[src/rtl/tdc_cfg_pkg.sv]
// Shared types and the chip's default register image for the TDC config sequencer.
// The default table is 11 entries: addresses 0-7, 11, 12 and 14.
package tdc_cfg_pkg;

  typedef enum logic [3:0] {
    S_IDLE, S_W_SETUP, S_W_PULSE, S_W_HOLD, S_R_PULSE, S_R_HOLD, S_ADV, S_DONE, S_ERR
  } cfg_state_e;

  localparam int DEF_NUM_REGS = 11;

  localparam logic [27:0] REG0  = 28'h007_FC81;
  localparam logic [27:0] REG1  = 28'h000_0000;
  localparam logic [27:0] REG2  = 28'h000_0002;
  localparam logic [27:0] REG3  = 28'h000_0000;
  localparam logic [27:0] REG4  = 28'h600_0000;
  localparam logic [27:0] REG5  = 28'h0E0_04DA;
  localparam logic [27:0] REG6  = 28'h000_0000;
  localparam logic [27:0] REG7  = 28'h028_1FB4;
  localparam logic [27:0] REG11 = 28'h7FF_0000;
  localparam logic [27:0] REG12 = 28'h000_0000;
  localparam logic [27:0] REG14 = 28'h000_0000;

  function automatic logic [3:0] def_addr(input int unsigned idx);
    if (idx < 8) return 4'(idx);
    case (idx)
      8:       return 4'd11;
      9:       return 4'd12;
      default: return 4'd14;
    endcase
  endfunction

  function automatic logic [27:0] def_data(input logic [3:0] a);
    case (a)
      4'd0:    return REG0;
      4'd1:    return REG1;
      4'd2:    return REG2;
      4'd3:    return REG3;
      4'd4:    return REG4;
      4'd5:    return REG5;
      4'd6:    return REG6;
      4'd7:    return REG7;
      4'd11:   return REG11;
      4'd12:   return REG12;
      default: return REG14;
    endcase
  endfunction

  function automatic logic def_rb(input logic [3:0] a);
    return (a == 4'd11) || (a == 4'd12);
  endfunction

endpackage

[src/rtl/tdc_cfg_sequencer.sv]
// Walks the configuration table, writing each entry over the parallel bus with
// programmable setup/strobe/hold, optional read-back verify with retries.
module tdc_cfg_sequencer
  import tdc_cfg_pkg::*;
#(
  parameter int DATA_W    = 28,
  parameter int ADDR_W    = 4,
  parameter int NUM_REGS  = 11,
  parameter int IDX_W     = (NUM_REGS > 1) ? $clog2(NUM_REGS) : 1,
  parameter int NUM_CH    = 4,
  parameter int SETUP_CYC = 1,
  parameter int PULSE_CYC = 1,
  parameter int HOLD_CYC  = 1,
  parameter int VERIFY    = 1,
  parameter int MAX_RETRY = 3
) (
  input  logic              clk,
  input  logic              reset_n,
  input  logic              start,
  output logic [IDX_W-1:0]  cfg_idx,
  input  logic [ADDR_W-1:0] cfg_addr,
  input  logic [DATA_W-1:0] cfg_data,
  input  logic              cfg_rb,
  output logic [ADDR_W-1:0] addr,
  output logic [DATA_W-1:0] wdata,
  output logic              data_oe,
  input  logic [DATA_W-1:0] rdata,
  output logic              CSN,
  output logic              WRN,
  output logic              RDN,
  output logic              busy,
  output logic              done,
  output logic              err,
  output logic [NUM_CH-1:0] stop_dis
);

  localparam int PH_MAX = (SETUP_CYC > PULSE_CYC) ?
                          ((SETUP_CYC > HOLD_CYC) ? SETUP_CYC : HOLD_CYC) :
                          ((PULSE_CYC > HOLD_CYC) ? PULSE_CYC : HOLD_CYC);
  localparam int PH_W = $clog2(PH_MAX + 1);
  localparam int RT_W = (MAX_RETRY > 0) ? $clog2(MAX_RETRY + 1) : 1;
  localparam logic [IDX_W-1:0] LAST_IDX = IDX_W'(NUM_REGS - 1);

  cfg_state_e        state_q, state_d;
  logic [PH_W-1:0]   ph_q, ph_d, ph_len;
  logic              ph_last;
  logic [IDX_W-1:0]  idx_q, idx_d;
  logic              last_q, last_d;
  logic [RT_W-1:0]   retry_q, retry_d;
  logic [DATA_W-1:0] rb_q, rb_d;
  logic [ADDR_W-1:0] addr_q, addr_d;
  logic [DATA_W-1:0] wdata_q, wdata_d;
  logic              oe_q, oe_d, csn_q, csn_d, wrn_q, wrn_d, rdn_q, rdn_d;
  logic              busy_q, busy_d, done_q, done_d, err_q, err_d;
  logic [NUM_CH-1:0] sd_q, sd_d;

  always_ff @(posedge clk) begin
    if (!reset_n) begin
      state_q <= S_IDLE;
      ph_q    <= '0;
      idx_q   <= '0;
      last_q  <= 1'b0;
      retry_q <= '0;
      rb_q    <= '0;
      addr_q  <= '1;
      wdata_q <= '0;
      oe_q    <= 1'b0;
      csn_q   <= 1'b1;
      wrn_q   <= 1'b1;
      rdn_q   <= 1'b1;
      busy_q  <= 1'b0;
      done_q  <= 1'b0;
      err_q   <= 1'b0;
      sd_q    <= '1;
    end else begin
      state_q <= state_d;
      ph_q    <= ph_d;
      idx_q   <= idx_d;
      last_q  <= last_d;
      retry_q <= retry_d;
      rb_q    <= rb_d;
      addr_q  <= addr_d;
      wdata_q <= wdata_d;
      oe_q    <= oe_d;
      csn_q   <= csn_d;
      wrn_q   <= wrn_d;
      rdn_q   <= rdn_d;
      busy_q  <= busy_d;
      done_q  <= done_d;
      err_q   <= err_d;
      sd_q    <= sd_d;
    end
  end

  always_comb begin
    ph_len = PH_W'(1);
    case (state_q)
      S_W_SETUP:           ph_len = PH_W'(SETUP_CYC);
      S_W_PULSE, S_R_PULSE: ph_len = PH_W'(PULSE_CYC);
      S_W_HOLD, S_R_HOLD:  ph_len = PH_W'(HOLD_CYC);
      default:             ;
    endcase
  end

  assign ph_last = (ph_q == ph_len - PH_W'(1));

  always_comb begin
    state_d = state_q;
    case (state_q)
      S_IDLE, S_DONE, S_ERR: if (start) state_d = S_W_SETUP;
      S_W_SETUP: if (ph_last) state_d = S_W_PULSE;
      S_W_PULSE: if (ph_last) state_d = S_W_HOLD;
      S_W_HOLD:  if (ph_last) state_d = (VERIFY != 0 && cfg_rb) ? S_R_PULSE : S_ADV;
      S_R_PULSE: if (ph_last) state_d = S_R_HOLD;
      S_R_HOLD: if (ph_last) begin
        if (rb_q == wdata_q)                    state_d = S_ADV;
        else if (retry_q < RT_W'(MAX_RETRY))    state_d = S_W_SETUP;
        else                                    state_d = S_ERR;
      end
      S_ADV:   state_d = last_q ? S_DONE : S_W_SETUP;
      default: state_d = S_IDLE;
    endcase
  end

  always_comb begin
    ph_d    = (state_d != state_q) ? '0 : ph_q + PH_W'(1);
    idx_d   = idx_q;
    last_d  = last_q;
    retry_d = retry_q;
    rb_d    = rb_q;
    addr_d  = addr_q;
    wdata_d = wdata_q;
    // The index moves on entry to ADV so the table has a full cycle to settle
    // before the following W_SETUP edge latches it.
    if (state_d == S_ADV && state_q != S_ADV) begin
      if (idx_q == LAST_IDX) last_d = 1'b1;
      else                   idx_d  = idx_q + IDX_W'(1);
    end
    if (state_q == S_ADV && state_d == S_W_SETUP)    retry_d = '0;
    if (state_q == S_R_HOLD && state_d == S_W_SETUP) retry_d = retry_q + RT_W'(1);
    // Park the index at entry 0 once a run ends so a restart latches entry 0.
    if ((state_d == S_DONE || state_d == S_ERR) && state_d != state_q) begin
      idx_d  = '0;
      last_d = 1'b0;
    end
    if ((state_q == S_IDLE || state_q == S_DONE || state_q == S_ERR) && state_d == S_W_SETUP) begin
      idx_d   = '0;
      last_d  = 1'b0;
      retry_d = '0;
    end
    if (state_q == S_R_PULSE && ph_last) rb_d = rdata;
    if (state_d == S_W_SETUP && state_q != S_W_SETUP) begin
      addr_d  = cfg_addr;
      wdata_d = cfg_data;
    end
    oe_d   = (state_d == S_W_SETUP) || (state_d == S_W_PULSE) || (state_d == S_W_HOLD);
    wrn_d  = (state_d != S_W_PULSE);
    rdn_d  = !(VERIFY != 0 && state_d == S_R_PULSE);
    csn_d  = wrn_d && rdn_d;
    busy_d = !(state_d == S_IDLE || state_d == S_DONE || state_d == S_ERR);
    done_d = (state_d == S_DONE);
    err_d  = (state_d == S_ERR);
    sd_d   = (state_d == S_DONE) ? '0 : '1;
  end

  assign cfg_idx  = idx_q;
  assign addr     = addr_q;
  assign wdata    = wdata_q;
  assign data_oe  = oe_q;
  assign CSN      = csn_q;
  assign WRN      = wrn_q;
  assign RDN      = rdn_q;
  assign busy     = busy_q;
  assign done     = done_q;
  assign err      = err_q;
  assign stop_dis = sd_q;

endmodule

[config.mk]
export PLATFORM = sky130hd
export DESIGN_NAME = tdc_cfg_sequencer
export DESIGN_NICKNAME = d
export VERILOG_FILES = /design/src/rtl/tdc_cfg_pkg.sv /design/src/rtl/tdc_cfg_sequencer.sv
export SDC_FILE = /design/constraint.sdc
export NUM_CORES = 1
export LEC_CHECK = 0
export CAP_MARGIN = 20
export CORE_MARGIN = 3
export CORE_UTILIZATION = 50
export CTS_BUF_LIST = sky130_fd_sc_hd__clkbuf_4 sky130_fd_sc_hd__clkbuf_8
export DETAILED_ROUTE_END_ITERATION = 10
export GPL_TIMING_DRIVEN = 0
export PLACE_DENSITY = 0.84
export SYNTH_ARGS = -nofsm -noshare
export SYNTH_HDL_FRONTEND = slang
export SYNTH_SLANG_ARGS = --single-unit
[constraint.sdc]
create_clock -name clk -period 4 [get_ports clk]
set_input_delay 1 -clock clk [delete_from_list [all_inputs] [get_ports clk]]
set_output_delay 1 -clock clk [all_outputs]
set_load 0.005 [all_outputs]
==> impl_metrics.toml <==
[run_status]
status = "finished, final reports clean"

[worst_setup_path]
cpMaxStageDelayCell = "clkdlybuf4s50_1"
cp.arrival_ns = 3.24
critical_path_class = "in -> reg"
cp.buffers_inverters = 3
cp-end-kind = "register"
r2r_end = "stop_dis[2]"
startpoint_type = "input pin"
r2r_slack_ns = 1.53
reg2reg_from = "wdata[23]"
cp_top_family = "buffers and inverters"
reg2reg_depth = 7
crit_path_max_incr_delay_ns = 0.57
crit_required_ns = 4.28
crit_chain = "clkdlybuf4s50_1 -> nand2b_1 -> a22oi_1 -> a32oi_1 -> o21a_1 -> nor4bb_2 -> buf_6 -> buf_12 -> mux2i_1"
path_max_fanout = 10

[finish]
final_cell_mix = "nand2_1 (121), clkdlybuf4s50_1 (109), dfxtp_1 (80), mux2i_1 (34), a21oi_1 (31)"
nFillCells = 539
multi_input_area_mm2 = 0.00197
antenna-diode-count = 0
seqCellArea_mm2 = 0.00160
layout-drive-gt1-share_pct = 7.66
fin_cells = 660
final_cell_area_mm2 = 0.00524
area_delta_synth_final_pct = 38.0
layout.nets = 623
layout_commonest_cell = "nand2_1"

[route]
routed_wl_um = 10300
first_iter_violations = 131
via_count = 3480
drt-pass1-iter-count = 4
post_drt_via_cell_ratio = 5.27
drc = 0
ant_nets = 0
wl_per_cell_um = 15.6

[timing]
period_needed_ns = 2.96
setup_tns_ns = 0
hold_viol_final = 0
skew_ns = 0.0114
grt_setup_unrepaired = "false"
slew_headroom_pct = 34.1
fin_ws_ns = 1.04
drv_slew = 0
tightest_slew_ns = 0.981
fmax_ghz = 0.337
fin_crit_sh_pct = 74.1
setup_viol = 0

[floorplan]
die_area_mm2 = 0.00868
fp-row-count = 31
core_area_mm2 = 0.00733
start_util_pct = 51.8
fp.dieH_um = 93.2
ios = 111
die_w_um = 93.2

[place]
dp_cells = 644
gp_congestion = 0.928
io_buffers = 109
dp_hpwl_um = 7630
placed_area_mm2 = 0.00501
pre_cts_ws_ns = 0.711

[synthesis]
synth_cell_types = 58
yosysTopAreaCellShare_pct = 42.2
synth_nets = 503
syn_area_mm2 = 0.00380
seq_area_frac_synth_pct = 42.2
yosysWarnings = 0
synthTopCellsByArea = "dfxtp_1 (42%), nand2_1 (12%), mux2i_1 (9.0%)"
ys_ff_latch = 80
synth-main-ff-cell = "dfxtp_1"
yosysTopAreaCell = "dfxtp_1"
synth-edff-count = 0
syn_inst = 436
syn_avg_cell_area_um2 = 8.71
synth-async-reset-ratio_pct = 0

[global_routing]
antenna_found_initial = 0
grt_max_degree = 15
grt_first_pass_wirelength_um = 16400
grt_usage_pct = 24.0
grt_overflow = 0
grt_pass1_vias = 3513

[clock_network]
cts_sinks = 80
hold_buffers = 0
cts.repair.resized = 0
cts_tree = "built"
cts_made_buffers = 9
htreeDepth = 3
clkTransAtPathRegs_ns = 0.08
clk_latency_ns = 0.35
clock_tree.root_cell = "clkbuf_8"
clk_path_buf_depth = 2
postCtsSetupBuffers = 0

[flow_run]
maxCapViolations = 0

[power_and_ir_drop]
power_mw = 2.71
power_density_mw_per_mm2 = 516
irDropWorstVdd_mv = 0.284
leakage_nw = 2.05

[min_path]
holdPathEnd = "rb_q[17]"
hold_depth = 2
hp-start = "rb_q[17]"
hp-class = "reg -> reg"
-- power breakdown --
part | switching [mW] | internal (mW)
Combinational | 0.467 | 0.547
Sequential | 0.104 | 0.909
Clock | 0.307 | 0.371
-- through the flow --
| stage | utilization [%] | hold slack [ns] |
|---|---|---|
| after floorplan | - | 0.437 |
| after global placement | 68.4 | 0.454 |
| after detailed placement | 68.4 | 0.458 |
| after CTS | 71.5 | 0.470 |
| after global routing | 71.5 | 0.488 |
| final | 71.5 | 0.470 |
-- state kept, by name, summed over array words and instances (netlist names) --
register and cells:
wdata 28, cfg_idx 4, done 1, rb_q 28, retry_q 2, WRN 1
addr 4, last_q 1, stop_dis 1, data_oe 1, state_q 4, err 1
busy 1, CSN 1, RDN 1, ph_q 1
-- per-layer routing --
| layer | wire length [um] | up-vias | GRT usage (%) |
|---|---|---|---|
| met2 | 5320 | 131 | 43.4 |
| met4 | 226 | 0 | 8.42 |
| li1 | - | 1702 | - |
| met3 | 692 | 22 | 5.39 |
| met5 | 0 | - | 0 |
| met1 | 4020 | 1625 | 27.6 |
-- worst register-to-register path: cells and delay by family (launching register included) --
kind	cells	cell delay, ns
simple gates	3	1.13
compound gates	1	0.38
buf+inv	2	0.35
flops	1	0.35
xor+xnor	1	0.15
-- logic make-up after synthesis --
logic type | after synthesis | share of synthesized area [%]
AO/OA/AOI/OAI | 60 | 10.2
XOR/XNOR | 30 | 6.92
adder cells (fa/ha/maj) | 4 | 1.25
buffers and inverters | 37 | 6.06
flip-flops | 80 | 42.2
multiplexers | 34 | 8.96
AND/OR/NAND/NOR | 191 | 24.5
-- layout make-up --
cell class / count / area share, %
clock inverter: 6 / 1.72
sequential: 80 / 30.6
timing repair buffer: 109 / 20.8
tap: 99 / 2.36
buffer: 30 / 3.89
inverter: 7 / 0.501
multi-input combinational: 319 / 37.5
clock buffer: 10 / 2.63
-- synthesized netlist by cell type, drive strengths merged, types with 2 or more instances --
| cell | number |
|---|---|
| dfxtp | 80 |
| nor2 | 26 |
| a21oi | 33 |
| a22oi | 3 |
| nor4 | 10 |
| nor4b | 3 |
| nand2 | 121 |
| o21ai | 5 |
| nor2b | 4 |
| buf | 12 |
| xor2 | 28 |
| inv | 7 |
| nand4 | 4 |
| nand3 | 3 |
| xnor2 | 2 |
| o21a | 3 |
| ha | 3 |
| a31oi | 2 |
| nor3 | 5 |
| nor3b | 3 |
| mux2i | 34 |
| nand2b | 4 |
| clkbuf | 18 |
-- worst max path at each step --
stage | startpoint | endpoint | slack, ns | cells after the start
after floorplan | start | wdata[10] | 1.64 | 8
after global routing | start | wdata[10] | 0.94 | 9
after CTS | start | wdata[26] | 1.06 | 9
final | start | wdata[9] | 1.04 | 9
after detailed placement | start | wdata[26] | 0.71 | 9
after global placement | start | wdata[17] | 0.78 | 9
Power figures use the tool's default switching activity.
==> RTL change (config.mk and constraints unchanged) <==
Register the inputs `start`, `cfg_addr`, `cfg_data`, `cfg_rb` and `rdata` before use. The logic sees them one clock later.
--- a/src/rtl/tdc_cfg_sequencer.sv
+++ b/src/rtl/tdc_cfg_sequencer.sv
@@ -42,2 +42,16 @@
   localparam logic [IDX_W-1:0] LAST_IDX = IDX_W'(NUM_REGS - 1);
+
+  logic start_q;
+  logic [ADDR_W-1:0] cfg_addr_q;
+  logic [DATA_W-1:0] cfg_data_q;
+  logic cfg_rb_q;
+  logic [DATA_W-1:0] rdata_q;
+
+  always_ff @(posedge clk) begin
+    start_q    <= start;
+    cfg_addr_q <= cfg_addr;
+    cfg_data_q <= cfg_data;
+    cfg_rb_q   <= cfg_rb;
+    rdata_q    <= rdata;
+  end
 
@@ -109,6 +123,6 @@
     case (state_q)
-      S_IDLE, S_DONE, S_ERR: if (start) state_d = S_W_SETUP;
+      S_IDLE, S_DONE, S_ERR: if (start_q) state_d = S_W_SETUP;
       S_W_SETUP: if (ph_last) state_d = S_W_PULSE;
       S_W_PULSE: if (ph_last) state_d = S_W_HOLD;
-      S_W_HOLD:  if (ph_last) state_d = (VERIFY != 0 && cfg_rb) ? S_R_PULSE : S_ADV;
+      S_W_HOLD:  if (ph_last) state_d = (VERIFY != 0 && cfg_rb_q) ? S_R_PULSE : S_ADV;
       S_R_PULSE: if (ph_last) state_d = S_R_HOLD;
@@ -150,6 +164,6 @@
     end
-    if (state_q == S_R_PULSE && ph_last) rb_d = rdata;
+    if (state_q == S_R_PULSE && ph_last) rb_d = rdata_q;
     if (state_d == S_W_SETUP && state_q != S_W_SETUP) begin
-      addr_d  = cfg_addr;
-      wdata_d = cfg_data;
+      addr_d  = cfg_addr_q;
+      wdata_d = cfg_data_q;
     end
Behaviour: not the same (Yosys sat finds a counterexample within 4 cycles, from zero or initial values and one cycle with reset_n low).
==> RTL change against the original RTL <==
  * Routed wire length increased by 12%
  * Synthesized area increased by 29%
  * Total power increased by 42%
  * Hold slack got worse by 0.032 ns
  * Sequential cell count increased by 62
  * Final area increased by 25%
  * Die area increased by 27%
  * Setup slack got worse by 0.085 ns
  * Critical endpoint is now wdata[16]$_SDFFE_PN0P_
  * Largest power group unchanged
==> RTL change: results <==
metrics = {
    "run_status": {
        "status": "finished clean",
    },
    "routing": {
        "drt-initial-drc-count": 188,
        "via_per_inst": 5.03,
        "firstDrtPassIters": 4,
        "wire_per_inst_um": 15.0,
    },
    "cts": {
        "htreeDepth": 4,
        "insertion_delay_ns": 0.44,
        "path_clk_slew_ns": 0.08,
        "numCtsBuffers": 17,
        "cts_buffer_depth": 2,
        "cts_resized": 0,
    },
    "placement": {
        "pre_cts_ws_ns": 0.986,
        "io_buffers": 109,
        "dp_hpwl_mm": 8.56,
        "place.gp.congestion": 0.888,
    },
    "yosys": {
        "synthTopCellsByArea": "dfxtp_1 (58%), nand2_1 (9.2%), mux2i_1 (6.8%), xnor2_1 (5.6%), a21oi_1 (3.7%)",
        "postSynthNetCount": 561,
        "yosys_warnings": 0,
        "synth_common_cells": "dfxtp_1 (142), nand2_1 (120), a21oi_1 (36), mux2i_1 (33), xnor2_1 (31)",
        "ys_types": 46,
        "ys_seq_area_share_pct": 58.1,
        "synthArstFlopShare_pct": 0,
    },
    "global_route": {
        "grt_pass1_wl_mm": 18.6,
        "grt_pass1_vias": 3868,
        "grtUsageTotal_pct": 21.4,
        "grt_max_degree": 17,
    },
    "power": {
        "pg_comb_mw": 1.01,
        "p_sw_mw": 1.16,
        "combPwrFrac_pct": 26.2,
        "worst_ir_drop_vdd_uv": 349,
        "powerClk_mw": 1.15,
        "p_leak_nw": 2.40,
    },
    "layout": {
        "layout-drive-gt1-share_pct": 7.70,
        "layout.nets": 690,
        "fill_cells": 718,
        "n_antenna_cell": 0,
    },
    "worst_setup_path": {
        "crit_family": "compound AO/OA/AOI/OAI gates",
        "cp_max_fo": 10,
        "crit_path_max_incr_delay_ns": 0.62,
        "slowest_stage": "a2111oi_4",
        "critPathArrivalTime_ns": 3.40,
    },
    "sta": {
        "max_slew.worst_pin.slew_ns": 0.734,
        "finalWorstSetupSlack_ns": 0.952,
        "fin_worst_skew_ns": 0.0134,
    },
    "min_path": {
        "worstHoldPathType": "flip-flop to flip-flop",
    },
}
[RTL change: path summary, 6_finish.rpt]
kind | from | to | slack, ns | depth (start not counted)
worst max-delay path | ph_q$_SDFF_PP0_ | wdata[16]$_SDFFE_PN0P_ | 0.95 | 8
worst min-delay path | rdata_q[21]$_DFF_P_ | rb_q[21]$_SDFFE_PN0P_ | 0.44 | 2
worst max register to register | ph_q$_SDFF_PP0_ | wdata[16]$_SDFFE_PN0P_ | 0.95 | 8
worst min register to register | rdata_q[21]$_DFF_P_ | rb_q[21]$_SDFFE_PN0P_ | 0.44 | 2
[RTL change: through the flow]
| step | utilization [%] | cells | area (µm²) |
|---|---|---|---|
| after global placement | 65.5 | 732 | 6140 |
| after CTS | 70.1 | 765 | 6570 |
| final | 70.1 | 765 | 6570 |
| after detailed placement | 65.7 | 733 | 6160 |
| after global routing | 70.1 | 765 | 6570 |
| after floorplan | - | 494 | 4890 |
[RTL change: cell type report]
class / count / area (µm²) / area share [%]
inverter: 5 / 18.8 / 0.286
tap: 129 / 161 / 2.46
clock inverter: 13 / 154 / 2.34
multi-input combinational: 319 / 1890 / 28.8
clock buffer: 19 / 255 / 3.89
sequential: 142 / 2840 / 43.3
buffer: 28 / 143 / 2.17
timing repair buffer: 110 / 1100 / 16.7
[RTL change: logic make-up (layout without fill, tap and decap cells)]
kind of cell	after synthesis	in the layout	synth area share (%)
and+or+nand+nor	184	184	16.8
DFF	142	142	58.1
AOI/OAI and AO/OA	67	67	8.52
muxes	33	33	6.76
buffers and inverters	33	175	3.30
xor gates and xnor gates	32	32	5.73
adders and majority gates	3	3	0.768
[RTL change: routing by layer]
layer	global-route usage (%)	vias to the layer above	share of wire [%]
li1	-	1904	-
met1	24.8	1794	42
met2	36.9	137	51
met3	5.93	16	6.0
met4	8.90	0	1.3
met5	0	-	0
